==> src/rtl/xc_aessub_arb.sv <==
// xc_aessub_arb
//   Shares a single xc_aessub SubBytes unit between two requesters (port 0,
//   e.g. scalar issue; port 1, e.g. the key-schedule engine). One requester is
//   granted at a time. The grant is held until the unit completes, and the
//   result goes back to that requester only. The unit is flushed on every
//   completion so that a multi-cycle unit restarts from byte 0.
//
//   FAIR = 1 : round-robin when both ports request together.
//   FAIR = 0 : fixed priority, where port 0 always wins.
//
//   Build option XC_AESSUB_ARB_PERF_EN adds 32-bit completion and
//   contention-stall counters. Without it, perf_ops and perf_stall read 0 and
//   no counter flops are built.

module xc_aessub_arb #(
    parameter bit FAIR = 1'b1
) (
    input  logic        clock,
    input  logic        reset,
    input  logic        flush,

    // Requester port 0
    input  logic        req0_valid,
    input  logic [31:0] req0_rs1,
    input  logic [31:0] req0_rs2,
    input  logic        req0_enc,
    input  logic        req0_rot,
    output logic        req0_ready,

    // Requester port 1
    input  logic        req1_valid,
    input  logic [31:0] req1_rs1,
    input  logic [31:0] req1_rs2,
    input  logic        req1_enc,
    input  logic        req1_rot,
    output logic        req1_ready,

    // Shared result, qualified by req0_ready / req1_ready
    output logic [31:0] req_result,

    // Shared SubBytes unit
    output logic        sub_valid,
    output logic [31:0] sub_rs1,
    output logic [31:0] sub_rs2,
    output logic        sub_enc,
    output logic        sub_rot,
    output logic        sub_flush,
    input  logic        sub_ready,
    input  logic [31:0] sub_result,

    // Performance counters (zero unless XC_AESSUB_ARB_PERF_EN)
    output logic [31:0] perf_ops,
    output logic [31:0] perf_stall
);

    localparam logic [0:0] STATE_IDLE = 1'b0;
    localparam logic [0:0] STATE_BUSY = 1'b1;

    logic [0:0] state_q;
    logic [0:0] state_d;
    logic       owner_q;    // port holding the unit while BUSY
    logic       owner_d;
    logic       last_q;     // port that completed most recently
    logic       last_d;
    logic       winner;     // port whose operands drive the unit this cycle
    logic       any_req;
    logic       complete;

    assign any_req = req0_valid || req1_valid;

    // Select the port presented to the unit: live arbitration in IDLE, held owner in BUSY
    always_comb begin
        // NOTE: assign a default before any branch. Without it, a path that skips
        // the assignment makes synthesis infer a latch.
        winner = owner_q;
        if (state_q == STATE_IDLE) begin
            if (req0_valid && req1_valid) begin
                winner = FAIR ? ~last_q : 1'b0;
            end else begin
                winner = req1_valid;
            end
        end
    end

    // Drive the unit from the selected port; a flush or reset withholds valid
    always_comb begin
        sub_valid = !reset && !flush && ((state_q == STATE_BUSY) || any_req);
        sub_rs1   = winner ? req1_rs1 : req0_rs1;
        sub_rs2   = winner ? req1_rs2 : req0_rs2;
        sub_enc   = winner ? req1_enc : req0_enc;
        sub_rot   = winner ? req1_rot : req0_rot;
    end

    assign complete = sub_valid && sub_ready;

    // Return the result to the winner only, and restart the unit after every
    // completion, flush or reset
    always_comb begin
        req0_ready = complete && !winner;
        req1_ready = complete &&  winner;
        req_result = sub_result;
        sub_flush  = reset || flush || complete;
    end

    // Next-state logic. A flush aborts without touching the round-robin pointer.
    always_comb begin
        state_d = state_q;
        owner_d = owner_q;
        last_d  = last_q;
        if (flush) begin
            state_d = STATE_IDLE;
        end else if (complete) begin
            state_d = STATE_IDLE;
            last_d  = winner;
        end else if ((state_q == STATE_IDLE) && sub_valid) begin
            state_d = STATE_BUSY;
            owner_d = winner;
        end
    end

    // Arbiter state registers; last resets to 1 so port 0 wins the first contest
    always_ff @(posedge clock) begin
        // NOTE: sequential state uses non-blocking assignments, so every flop
        // samples the values from before the clock edge.
        if (reset) begin
            state_q <= STATE_IDLE;
            owner_q <= 1'b0;
            last_q  <= 1'b1;
        end else begin
            state_q <= state_d;
            owner_q <= owner_d;
            last_q  <= last_d;
        end
    end

`ifdef XC_AESSUB_ARB_PERF_EN
    logic [31:0] perf_ops_q;
    logic [31:0] perf_stall_q;
    logic        stall0;
    logic        stall1;

    // A port stalls when it requests but is not the one driving the unit
    assign stall0 = req0_valid && !(sub_valid && !winner);
    assign stall1 = req1_valid && !(sub_valid &&  winner);

    // Completion and contention counters; they wrap and survive flush
    always_ff @(posedge clock) begin
        if (reset) begin
            perf_ops_q   <= '0;
            perf_stall_q <= '0;
        end else begin
            if (complete) begin
                perf_ops_q <= perf_ops_q + 32'd1;
            end
            if (stall0 || stall1) begin
                perf_stall_q <= perf_stall_q + 32'd1;
            end
        end
    end

    assign perf_ops   = perf_ops_q;
    assign perf_stall = perf_stall_q;
`else
    assign perf_ops   = '0;
    assign perf_stall = '0;
`endif

endmodule
==> config.mk <==
export PLATFORM = sky130hd
export DESIGN_NAME = xc_aessub_arb
export DESIGN_NICKNAME = d
export VERILOG_FILES = /design/src/rtl/xc_aessub_arb.sv
export SDC_FILE = /design/constraint.sdc
export NUM_CORES = 1
export LEC_CHECK = 0
export CAP_MARGIN = 20
export CORE_AREA = 2 2 130 132
export CTS_BUF_LIST = sky130_fd_sc_hd__clkbuf_4
export DETAILED_ROUTE_END_ITERATION = 12
export DIE_AREA = 0 0 132 134
export GPL_ROUTABILITY_DRIVEN = 0
export GPL_TIMING_DRIVEN = 0
export PLACE_DENSITY = 0.47
export SETUP_SLACK_MARGIN = 0.3
export SLEW_MARGIN = 20
export SYNTH_ARGS = -nofsm -noshare
export SYNTH_HDL_FRONTEND = slang
export SYNTH_SLANG_ARGS = --single-unit
export TNS_END_PERCENT = 100
==> constraint.sdc <==
create_clock -name clock -period 4.11 [get_ports clock]
set_clock_uncertainty 0.05 [all_clocks]
set_input_delay 0.6165 -clock clock [delete_from_list [all_inputs] [get_ports clock]]
set_output_delay 0.6165 -clock clock [all_outputs]
set_load 0.02 [all_outputs]
==> implementation parameters <==
Parameter                              Value

Run status
  Result of the run ... completed

Final layout
  Post-layout util ... 28.6%
  Fill cell total of the finished layout ... 1752
  Final Instance Area ... 0.00466 mm²
  Share of cells above drive strength 1 ... 34.8%
  Area growth from synthesis to layout ... 170%
  Final antenna diode count ... 0
  Area of the multi-input gates ... 0.00111 mm²
  Number of nets in the finished design ... 668
  Storage cell area ... 60.1 µm²

STA
  Rel. slew slack ... 61.1%
  Min Tclk post-route ... 3630 ps
  Highest clock rate ... 276 MHz
  Final-report hold violation count ... 0
  Final setup fails ... 0
  Final sum of negative setup slack ... 0 ps
  Post-Route Hold Slack ... 467 ps
  Worst slew pin tran ... 584 ps
  Unrepaired setup endpoints after global routing ... false
  Fin. max-slew vios ... 0
  Period Utilization, post-route ... 88.2%

Floorplanning
  Die width ... 132 µm
  Core region area ... 0.0163 mm²
  I/O pin count ... 336
  Total Die Area ... 0.0177 mm²
  Effective utilization at floorplan ... 10.6%
  Chip Height ... 134 µm
  Number of cell rows ... 47

Power
  Peak supply drop ... 43.9 µV
  Leakage dissipation ... 0.00207 µW
  Pwr Density ... 156 mW/mm²

Route
  Routed via count ... 2249
  Number of nets with antenna violations after routing ... 0
  Wirelength, routed ... 8580 µm
  Violation count after the first detailed-routing iteration ... 43
  Routed length per placed instance ... 12.0 µm
  Uppermost signal routing layer after detailed routing ... met4
  Vias per std cell ... 3.14
  Drc violations ... 0
  Met3 wire length ... 697 µm
  Number of iterations in the first detailed-routing pass ... 4
  Sum of met2 wire segment lengths after detailed routing ... 5040 µm
  M1 wire length ... 2760 µm

Logic synthesis
  Share of flip-flops with an asynchronous set or reset ... 0%
  List of most frequent post-synthesis cells ... sky130_fd_sc_hd__buf_4, sky130_fd_sc_hd__mux2_2, sky130_fd_sc_hd__mux2_4
  Post-synthesis cell type with the largest combined area ... sky130_fd_sc_hd__buf_4
  Share of the synthesized area in the top cell type ... 44.0%
  Synth top area cells ... sky130_fd_sc_hd__buf_4, sky130_fd_sc_hd__mux2_2, sky130_fd_sc_hd__mux2_4
  Number of storage elements in the synthesis netlist ... 3
  Register area share after synthesis ... 3.49%
  EDFF count, synth ... 0
  Post-Synth Adder-Cell Area ... 0%
  Primary FF master, synth ... sky130_fd_sc_hd__dfxtp_1
  Simple-gate portion of the synthesized area ... 4.14%
  Complex-gate fraction of the synthesized area ... 1.02%
  Warnings, synthesis ... 0
  Unique masters post-synth ... 19
  Post-synthesis xor/xnor area fraction ... 0%
  Multiplexer fraction of the synthesized cell area ... 45.6%
  Instance count of the mapped netlist ... 191
  Dominant combinational cell family by area after synthesis ... multiplexers
  Most frequent cell after synthesis ... sky130_fd_sc_hd__buf_4
  Cell Area, Synth ... 0.00172 mm²
  Mapped Avg Cell Area ... 9.02 µm²

Global route
  First-pass GRT wire length ... 12200 µm
  Antenna violations before repair ... 0
  Maximum number of pins on one net before global-route repair ... 11
  Overflow left after global routing ... 0
  Vias in the first global route ... 2312
  GRT Total Usage ... 8.56%

Clocking
  # H-tree levels ... 1
  Post CTS Setup Buffer Count ... 0
  Hold-fix buffer count after cts ... 0
  Clock-pin slew on the worst setup and hold paths ... 40 ps
  Number of sinks driven by the clock tree ... 3
  Resize count post-CTS ... 0
  Clock buffers created by TritonCTS ... 3
  Clock tree from TritonCTS ... yes
  Maximum clock insertion buffer count ... 2
  Root buffer selected by CTS ... sky130_fd_sc_hd__clkbuf_4
  Clock insertion delay at the later pin of the skew report ... 240 ps

Placed design
  Port Buffers ... 239
  Placed instance area ... 0.00463 mm²
  Detailed placer's ending HPWL ... 7690 µm

Worst setup path
  Peak fanout along the critical path ... 10
  Critical path capture point type ... primary output
  Data required time of the critical path ... 3440 ps
  Setup Crit Path Kind ... input pin to primary output
  Number of cells on the worst reg-to-reg path ... 5
  Arrival time of the worst setup path ... 2960 ps
  Crit Reg-Reg Startpoint ... state_q
  Setup slack on the worst flop-to-flop path ... 2520 ps
  Startpoint type of the worst setup path ... input pin
  Reg-to-reg critical path endpoint ... last_q

Flow run
  Max-Cap Viols ... 0

Worst hold path
  Min-Delay Path Class ... register to register
  Min-Delay Path Depth ... 2
  Hold EP ... owner_q
  Source of the worst hold timing path ... owner_q
[worst max-delay path by stage]
stage / from / end / slack [ps] / cells after the start
global route: req1_valid / sub_rs2[26] / 310 / 7
CTS: req1_valid / sub_rs2[26] / 370 / 7
global placement: req1_valid / sub_rs2[26] / 390 / 7
finish: req0_valid / sub_rs2[26] / 480 / 7
floorplan: req1_valid / sub_rs2[26] / 1710 / 5
detailed placement: req1_valid / sub_rs2[26] / 370 / 7
[layout by cell type (no fill, tap or decap), types with 2 or more instances in the layout]
master                              n
sky130_fd_sc_hd__buf_4            101
sky130_fd_sc_hd__clkbuf_4           4
sky130_fd_sc_hd__clkdlybuf4s50_1  239
sky130_fd_sc_hd__conb_1            64
sky130_fd_sc_hd__dfxtp_1            3
sky130_fd_sc_hd__mux2_2            59
sky130_fd_sc_hd__mux2_4             6
sky130_fd_sc_hd__mux2i_1            2
sky130_fd_sc_hd__nand2_1            3
sky130_fd_sc_hd__nor2_1             3
sky130_fd_sc_hd__nor3_1             2
sky130_fd_sc_hd__nor4_1             2
[flip-flops by register name (all words and copies together) (netlist names)]
signal and flops:
state_q 1, last_q 1, owner_q 1
[report_power, final]
group	internal (µW)	switching [µW]	leakage (µW)	total, µW
clock	43.1	17.7	0.0000184	60.8
combinational	370	265	0.00203	635
sequential	30.8	1.13	0.0000246	31.9
[cell type report]
cell class / count / share of cell area, %
Buffer: 103 / 16.8
Multi-Input combinational cell: 148 / 23.9
Clock buffer: 4 / 0.645
Timing Repair Buffer: 239 / 51.4
Sequential cell: 3 / 1.29
Tap cell: 220 / 5.91
[routing by layer]
layer  vias to the layer above  GRT usage, %
li1                       1098             -
met3                         6          1.59
met1                      1000          8.23
met2                       145          18.3
met5                         -             0
met4                         0          2.17
[kinds of logic after synthesis]
group,Yosys count
buffers and inverters,103
and+or+nand+nor,14
DFF,3
muxes,68
other,1
AOI/OAI and AO/OA,2
[critical path, stage by stage]
cell	delay, ps
sky130_fd_sc_hd__clkdlybuf4s50_1	520
sky130_fd_sc_hd__nand2_1	100
sky130_fd_sc_hd__a22oi_2	460
sky130_fd_sc_hd__buf_6	240
sky130_fd_sc_hd__buf_8	160
sky130_fd_sc_hd__mux2_1	320
sky130_fd_sc_hd__clkdlybuf4s50_1	540
[metrics by stage]
step	instances	worst slack [ps]	total power, µW
2_1_floorplan	254	1710	362
5_1_grt	717	314	764
3_3_place_gp	713	387	667
3_5_place_dp	713	371	667
6_report	717	483	728
4_1_cts	717	368	735
Power figures use the tool's default switching activity.
